$ cat src/rtl/code_map_pipe_if.sv
// Streaming + configuration bus for code_map_pipe: table write port, input code
// stream and mapped-output stream, each with valid/ready where applicable.
interface code_map_pipe_if #(
    parameter int SEL_W = 2,
    parameter int OUT_W = 2
);
    logic             cfg_we;
    logic [SEL_W-1:0] cfg_addr;
    logic [OUT_W-1:0] cfg_data;
    logic             cfg_en;

    logic             in_valid;
    logic             in_ready;
    logic [SEL_W-1:0] in_code;

    logic             out_valid;
    logic             out_ready;
    logic [OUT_W-1:0] out_data;
    logic             out_hit;

    modport master (
        output cfg_we, cfg_addr, cfg_data, cfg_en,
        output in_valid, in_code, out_ready,
        input  in_ready, out_valid, out_data, out_hit
    );

    modport slave (
        input  cfg_we, cfg_addr, cfg_data, cfg_en,
        input  in_valid, in_code, out_ready,
        output in_ready, out_valid, out_data, out_hit
    );
endinterface

$ cat src/rtl/code_map_pipe.sv
// Programmable code-to-value mapper with a one-stage registered valid/ready output.
// Optional saturating hit counter enabled by defining CODE_MAP_HITCNT_EN.
module code_map_pipe #(
    parameter int               SEL_W       = 2,
    parameter int               OUT_W       = 2,
    parameter logic [OUT_W-1:0] DEFAULT_VAL = '0
`ifdef CODE_MAP_HITCNT_EN
    ,
    parameter int               CNT_W       = 16
`endif
) (
    input  logic                 clk,
    input  logic                 rst_n,
    code_map_pipe_if.slave       bus
`ifdef CODE_MAP_HITCNT_EN
    ,
    output logic [CNT_W-1:0]     hit_count
`endif
);

    localparam int DEPTH = 2 ** SEL_W;

    logic [OUT_W-1:0] tbl_data_q [DEPTH];
    logic [DEPTH-1:0] tbl_en_q;

    logic             out_valid_q;
    logic [OUT_W-1:0] out_data_q;
    logic             out_hit_q;

    logic             in_ready;
    logic             accept;
    logic             hit_d;
    logic [OUT_W-1:0] data_d;

    assign in_ready = !out_valid_q || bus.out_ready;
    assign accept   = bus.in_valid && in_ready;

    // Lookup reads the registered table, so a same-cycle write lands after the read.
    always_comb begin
        hit_d  = tbl_en_q[bus.in_code];
        data_d = DEFAULT_VAL;
        if (hit_d) begin
            data_d = tbl_data_q[bus.in_code];
        end
    end

    always_ff @(posedge clk) begin
        if (!rst_n) begin
            for (int i = 0; i < DEPTH; i++) begin
                tbl_data_q[i] <= '0;
            end
            tbl_en_q <= '0;
        end else if (bus.cfg_we) begin
            tbl_data_q[bus.cfg_addr] <= bus.cfg_data;
            tbl_en_q[bus.cfg_addr]   <= bus.cfg_en;
        end
    end

    always_ff @(posedge clk) begin
        if (!rst_n) begin
            out_valid_q <= 1'b0;
            out_data_q  <= DEFAULT_VAL;
            out_hit_q   <= 1'b0;
        end else if (accept) begin
            out_valid_q <= 1'b1;
            out_data_q  <= data_d;
            out_hit_q   <= hit_d;
        end else if (bus.out_ready) begin
            out_valid_q <= 1'b0;
        end
    end

    assign bus.in_ready  = in_ready;
    assign bus.out_valid = out_valid_q;
    assign bus.out_data  = out_data_q;
    assign bus.out_hit   = out_hit_q;

`ifdef CODE_MAP_HITCNT_EN
    logic [CNT_W-1:0] hit_count_q;

    always_ff @(posedge clk) begin
        if (!rst_n) begin
            hit_count_q <= '0;
        end else if (accept && hit_d && (hit_count_q != {CNT_W{1'b1}})) begin
            hit_count_q <= hit_count_q + 1'b1;
        end
    end

    assign hit_count = hit_count_q;
`endif

endmodule

$ cat src/flat_wrapper.sv
// flat-port wrapper written by rule: the top's interface ports become plain ports
module code_map_pipe_flat 
#(
    parameter int               SEL_W       = 2,
    parameter int               OUT_W       = 2,
    parameter logic [OUT_W-1:0] DEFAULT_VAL = '0

)
  (clk, rst_n, bus_cfg_we, bus_cfg_addr, bus_cfg_data, bus_cfg_en, bus_in_valid, bus_in_code, bus_out_ready, bus_in_ready, bus_out_valid, bus_out_data, bus_out_hit);
  code_map_pipe_if #(.SEL_W(SEL_W), .OUT_W(OUT_W)) bus_i ();
  input  logic clk;
  input  logic rst_n;
  input wire logic [$bits(bus_i.cfg_we)-1:0] bus_cfg_we;
  input wire logic [$bits(bus_i.cfg_addr)-1:0] bus_cfg_addr;
  input wire logic [$bits(bus_i.cfg_data)-1:0] bus_cfg_data;
  input wire logic [$bits(bus_i.cfg_en)-1:0] bus_cfg_en;
  input wire logic [$bits(bus_i.in_valid)-1:0] bus_in_valid;
  input wire logic [$bits(bus_i.in_code)-1:0] bus_in_code;
  input wire logic [$bits(bus_i.out_ready)-1:0] bus_out_ready;
  output wire logic [$bits(bus_i.in_ready)-1:0] bus_in_ready;
  output wire logic [$bits(bus_i.out_valid)-1:0] bus_out_valid;
  output wire logic [$bits(bus_i.out_data)-1:0] bus_out_data;
  output wire logic [$bits(bus_i.out_hit)-1:0] bus_out_hit;
  assign bus_i.cfg_we = bus_cfg_we;
  assign bus_i.cfg_addr = bus_cfg_addr;
  assign bus_i.cfg_data = bus_cfg_data;
  assign bus_i.cfg_en = bus_cfg_en;
  assign bus_i.in_valid = bus_in_valid;
  assign bus_i.in_code = bus_in_code;
  assign bus_i.out_ready = bus_out_ready;
  assign bus_in_ready = bus_i.in_ready;
  assign bus_out_valid = bus_i.out_valid;
  assign bus_out_data = bus_i.out_data;
  assign bus_out_hit = bus_i.out_hit;
  code_map_pipe #(.SEL_W(SEL_W), .OUT_W(OUT_W), .DEFAULT_VAL(DEFAULT_VAL)) u_core (.clk(clk), .rst_n(rst_n), .bus(bus_i));
endmodule
$ cat config.mk
export PLATFORM = sky130hd
export DESIGN_NAME = code_map_pipe_flat
export DESIGN_NICKNAME = d
export VERILOG_FILES = /design/src/rtl/code_map_pipe_if.sv /design/src/rtl/code_map_pipe.sv /design/src/flat_wrapper.sv
export SDC_FILE = /design/constraint.sdc
export NUM_CORES = 1
export LEC_CHECK = 0
export CORE_MARGIN = 3
export CORE_UTILIZATION = 50
export DETAILED_ROUTE_END_ITERATION = 8
export HOLD_SLACK_MARGIN = 0.05
export MAX_ROUTING_LAYER = met4
export PLACE_DENSITY = 0.88
export SLEW_MARGIN = 20
export SYNTH_ARGS = -nofsm -noshare
export SYNTH_HDL_FRONTEND = slang
export SYNTH_SLANG_ARGS = --single-unit
$ cat constraint.sdc
create_clock -name clk -period 2.8 [get_ports clk]
set_input_delay 0.84 -clock clk [delete_from_list [all_inputs] [get_ports clk]]
set_output_delay 0.84 -clock clk [all_outputs]
set_load 0.05 [all_outputs]
==> impl_metrics.toml <==
[status]
status = "finished clean"

[timing]
tns_ns = 0
timing.hold.ws_ns = 0.4710
final_max_slew_viol_count = 0
fin_crit_ns = 2.647
clock.fmax_ghz = 0.3778
rsz0062_at_grt = "false"
period_share_pct = 94.53
setup_viol = 0
slew_headroom_pct = 67.26
hold_viol_final = 0
worst_slew_pin_slew_ns = 0.4895
clock_skew_ns = 0.002167

[drt]
totalWireLength_um = 1336
vias = 522
first_iter_violations = 8
wl_per_cell_um = 13.92
ant_nets = 0
firstDrtPassIters = 4
drc = 0
drt-vias-per-instance = 5.438

[global_routing]
met3_usage_pct = 6.639
grt_pass1_vias = 532
gr-max-usage-layer = "met2"
grt_max_degree = 11
gr-total-overflow = 0
grt_use_total_pct = 16.65
met1_usage_pct = 14.59
grt.met2_usage_pct = 31.56
antenna_found_initial = 0
grt_pass1_wl_um = 2166

[clock_tree]
cts_tree = "yes"
worstSkewPairLatency_ns = 0.29
ctsHoldBuffers = 0
cts_setup_buffers = 0
cts_resized = 0
path_clk_slew_ns = 0.09
clock_sinks = 16
cts-root-buf = "clkbuf_4"
cts_made_buffers = 3
cts.htree.levels = 1
cts_buffer_depth = 2

[worst_setup_path]
cp_top_family = "buffers and inverters"
critPathMaxFanout = 4
crit_required_ns = 1.96
cp-end-kind = "output pin"
startpoint_type = "input port"
worstSetupPathType = "in2out"
worst_path_max_delay_cell = "clkdlybuf4s50_1"
crit_buf_inv = 3
crit_arrival_ns = 1.81
critPathMaxStageDelay_ns = 0.41
path_cells = "clkdlybuf4s50_1 -> nor2b_1 -> inv_1 -> buf_12"

[yosys]
netlist_instances = 63
yosys.area.top_type = "edfxtp_1"
ys_async_sr_fraction_pct = 0
synth_common_cells = "nor2_1, dfxtp_1, edfxtp_1"
ys_types = 18
synth.yosys.seq_area_share_pct = 56.94
synth.most_common_cell = "nor2_1"
yosysWarnings = 0
synth_top_area_share_pct = 34.16
synthTopCellsByArea = "edfxtp_1, dfxtp_1, mux4_1"
ys_seq_elements = 16
syn_nets = 75
synth_edf_count = 8
ys.flop_type = "edfxtp_1"
syn_area_sq_um = 703.2
avgSynthCellArea_sq_um = 11.16

[floorplan]
die_width_um = 43.50
chipHeight_um = 43.50
std_cell_rows = 12
dieArea_sq_mm = 0.001892
start_util_pct = 57.82
ios = 17
core_sq_mm = 0.001216

[placed_design]
io_buffers = 16
dp_cells = 92
dp_hpwl_um = 1066
place.gp.congestion = 0.7884

[cells_and_area]
antenna_cells = 0
final_util_pct = 75.00
regArea_sq_um = 400.4
drive_gt1_share_pct = 6.098
multi_input_area_sq_um = 279.0
instances_no_fill = 96
syn2layout_area_growth_pct = 29.72
nNetsFinal = 95
num-fill-cells = 86

[worst_hold_path]
hold_path.class = "reg2reg"

[flow_run]
maxCapViolCount = 0

[power_and_ir_drop]
power_density_mw_per_mm2 = 493.3
vdd_drop_max_uv = 333.1
leakagePower_nw = 0.3647
finalPower_uw = 450.0
==> layer usage <==
metal / vias to the layer above / wire length (um)
li1: 262 / -
met1: 236 / 479
met2: 20 / 728
met3: 4 / 109
met4: 0 / 19
met5: - / 0
==> sequential cells by signal, summed over array words and instances, names as in the netlist <==
signal	count
u_core.tbl_data_q	8
u_core.tbl_en_q	4
u_core.bus.out_data	2
u_core.bus.out_hit	1
u_core.bus.out_valid	1
==> cell usage in the layout, fill, tap and decap left out, drive strengths merged <==
master | netlist | final
clkdlybuf4s50 | 0 | 15
nor2 | 9 | 9
dfxtp | 8 | 8
edfxtp | 8 | 8
nand2 | 7 | 7
nand3 | 5 | 5
inv | 5 | 5
mux2i | 4 | 4
clkbuf | 0 | 3
mux4 | 3 | 3
nand2b | 2 | 2
nand3b | 2 | 2
nor3 | 2 | 2
a21oi | 2 | 2
o22ai | 2 | 2
nor3b | 1 | 1
nor2b | 1 | 1
o21ai | 1 | 1
clkinv | 0 | 1
buf | 1 | 1
==> cells by family (layout without fill, tap and decap cells) <==
family                 count (synthesis)  in the layout  share of synthesized area [%]
buffers and inverters                  6             25                          3.380
AND/OR/NAND/NOR                       29             29                          19.39
AO/OA/AOI/OAI                          5              5                          3.914
flip-flops                            16             16                          56.94
multiplexers                           7              7                          16.37
==> power by group <==
| group | internal, mW | switching (mW) |
|---|---|---|
| Clock | 0.0518 | 0.0715 |
| Combinational | 0.0323 | 0.0323 |
| Sequential | 0.258 | 0.00380 |
==> stage by stage <==
stage	worst slack (ns)	area (sq um)
3_3_place_gp	0.2676	885.9
5_1_grt	0.1024	912.1
3_5_place_dp	0.1368	885.9
4_1_cts	0.1379	912.1
2_1_floorplan	0.7252	703.2
6_report	0.1533	912.1
==> worst paths after layout <==
path	from	end	slack, ns	cells past startpoint
setup / recovery	bus_out_ready	bus_in_ready	0.15	4
hold reg to reg	u_core.bus.out_data[1]	u_core.bus.out_data[1]	0.47	2
setup reg to reg	u_core.tbl_data_q[0][0]	u_core.bus.out_data[0]	1.65	3
hold / removal	u_core.bus.out_data[1]	u_core.bus.out_data[1]	0.47	2
==> cell type report <==
type / instances / share of cell area (%)
clock inverter: 1 / 0.4115
multi-input combinational: 41 / 30.59
tap: 14 / 1.920
timing repair buffer: 16 / 18.66
sequential: 16 / 43.90
clock buffer: 3 / 2.469
inverter: 5 / 2.058
==> worst reg2reg max path: stages (launching register included) <==
cell      delay (ns)
edfxtp_1        0.39
mux4_1          0.49
nand2_1         0.09
o22ai_1         0.07
Note: power is estimated with default switching activity, not from simulation.
==> edit (same flow settings) <==
`OUT_W` is set to 2 in 3 places; all go to 3.
--- a/src/rtl/code_map_pipe_if.sv
+++ b/src/rtl/code_map_pipe_if.sv
@@ -2,7 +2,7 @@
 // stream and mapped-output stream, each with valid/ready where applicable.
 interface code_map_pipe_if #(
     parameter int SEL_W = 2,
-    parameter int OUT_W = 2
+    parameter int OUT_W = 3
 );
     logic             cfg_we;
     logic [SEL_W-1:0] cfg_addr;
--- a/src/rtl/code_map_pipe.sv
+++ b/src/rtl/code_map_pipe.sv
@@ -2,7 +2,7 @@
 // Optional saturating hit counter enabled by defining CODE_MAP_HITCNT_EN.
 module code_map_pipe #(
     parameter int               SEL_W       = 2,
-    parameter int               OUT_W       = 2,
+    parameter int               OUT_W       = 3,
     parameter logic [OUT_W-1:0] DEFAULT_VAL = '0
 `ifdef CODE_MAP_HITCNT_EN
     ,
--- a/src/flat_wrapper.sv
+++ b/src/flat_wrapper.sv
@@ -2,7 +2,7 @@
 module code_map_pipe_flat 
 #(
     parameter int               SEL_W       = 2,
-    parameter int               OUT_W       = 2,
+    parameter int               OUT_W       = 3,
     parameter logic [OUT_W-1:0] DEFAULT_VAL = '0
 
 )
Interface: changed (resized bus_cfg_data and bus_out_data); port bits go from 17 to 19. The function was not compared with the original's and may differ.
==> edit against the unedited design <==
Synthesized area grew 30%; clock power grew 17%; wire length grew 27%; worst hold slack gained 0.0083 ns; sequential cell count grew 5; count of clock-buffer cells in the layout is the same; first-iteration DRC count is the same; worst setup slack gained 0.076 ns; cell area grew 27%; power grew 26%; synthesized cell count grew 19%.
==> edit: results (changes against the unedited design) <==
grt_pass1_wl_um: 2690  # +24%
vias: 637  # +22%
cp_slowest_stage_delay_ns: 0.40
ys_seq_area_share_pct: 59.3  # +2.3 points
met3_length_um: 106  # -2.8%
clk_share_pct: 2.38  # -0.50 points
routed_wl_um: 1700  # +27%
wl_met1_um: 694  # +45%
synth_area_per_cell_um2: 12.2  # +9.0%
worstSetupStartpoint: "bus_out_ready"
place_ws_ns: 0.239  # +0.102 ns
drive_gt1_share_pct: 7.29  # +1.2 points
buf_share_pct: 16.5  # -2.2 points
vias_per_cell: 5.31  # -2.4%
finClkSkew_ns: 0.00200  # -0.000171 ns
dp_hpwl_um: 1290  # +21%
postLayoutCellArea_um2: 1160  # +27%
antenna_found_initial: 0  # unchanged
cellLeakagePower_uw: 0.000440  # +21%
gp_congestion: 0.769  # -2.5%
nMultiInputCombCells: 48  # +17%
diodes: 0  # unchanged
grt_util_met1_pct: 15.6  # +1.0 points
layout.nets: 110  # +16%
portBuffers: 18  # +2
multi_input_area_um2: 349  # +25%
ys_types: 19  # +1
grt_start_max_net_pins: 18  # +7
sw_frac_of_total_pct: 23.7  # -0.25 points
buffers: 18  # +2
timing.final.crit_period_ns: 2.57  # -0.0757 ns
clk_pin_slew_ns: 0.11  # +0.02 ns
reg2reg_from: "u_core.tbl_data_q[2][0]"
met3_usage_pct: 4.29  # -2.3 points
hold_slack_ns: 0.479  # +0.00831 ns
n_fill_cell: 136  # +58%
hp-start: "u_core.bus.out_data[2]"
wl_met2_um: 886  # +22%
area_growth_pct: 26.7
vdd_drop_max_mv: 0.343  # +2.9%
place_area_um2: 1130  # +27%
outcome: "finished, final reports clean"
syn_nets: 88  # +17%
grt_use_total_pct: 15.1  # -1.5 points
clock_sinks: 21  # +5
slew_headroom_pct: 62.5  # -4.8 points
clk_path_buf_depth: 2  # unchanged
synth_edf_count: 12  # +4
cp.arrival_ns: 1.73  # -0.08 ns
hold_end: "u_core.bus.out_data[2]"
largest_reg_flops: 12  # +4
edit: cell types whose count changed in the layout (fill, tap and decap cells not counted), moves of 2 or more:
cell / unedited run / this run
a21oi_1: 2 / 0
nor2b_1: 1 / 5
clkdlybuf4s50_1: 15 / 17
edfxtp_1: 8 / 12
nand2_1: 7 / 9
nor2_1: 9 / 7
edit: logic make-up (layout without fill, tap and decap cells):
family | count (synthesis) | count (layout) | share of synthesized area, %
and+or+nand+nor | 34 | 34 | 18.1
DFF | 21 | 21 | 59.3
muxes | 8 | 8 | 15.5
AOI/OAI and AO/OA | 6 | 6 | 4.66
buffers and inverters | 6 | 27 | 2.47
edit: power groups by stage:
stage               Sequential, uW  Clock (uW)  Combinational (uW)
floorplan                      358           0                33.9
global placement               354           0                73.0
detailed placement             356           0                75.4
CTS                            349         146                75.8
global route                   350         165                80.4
finish                         349         144                75.7
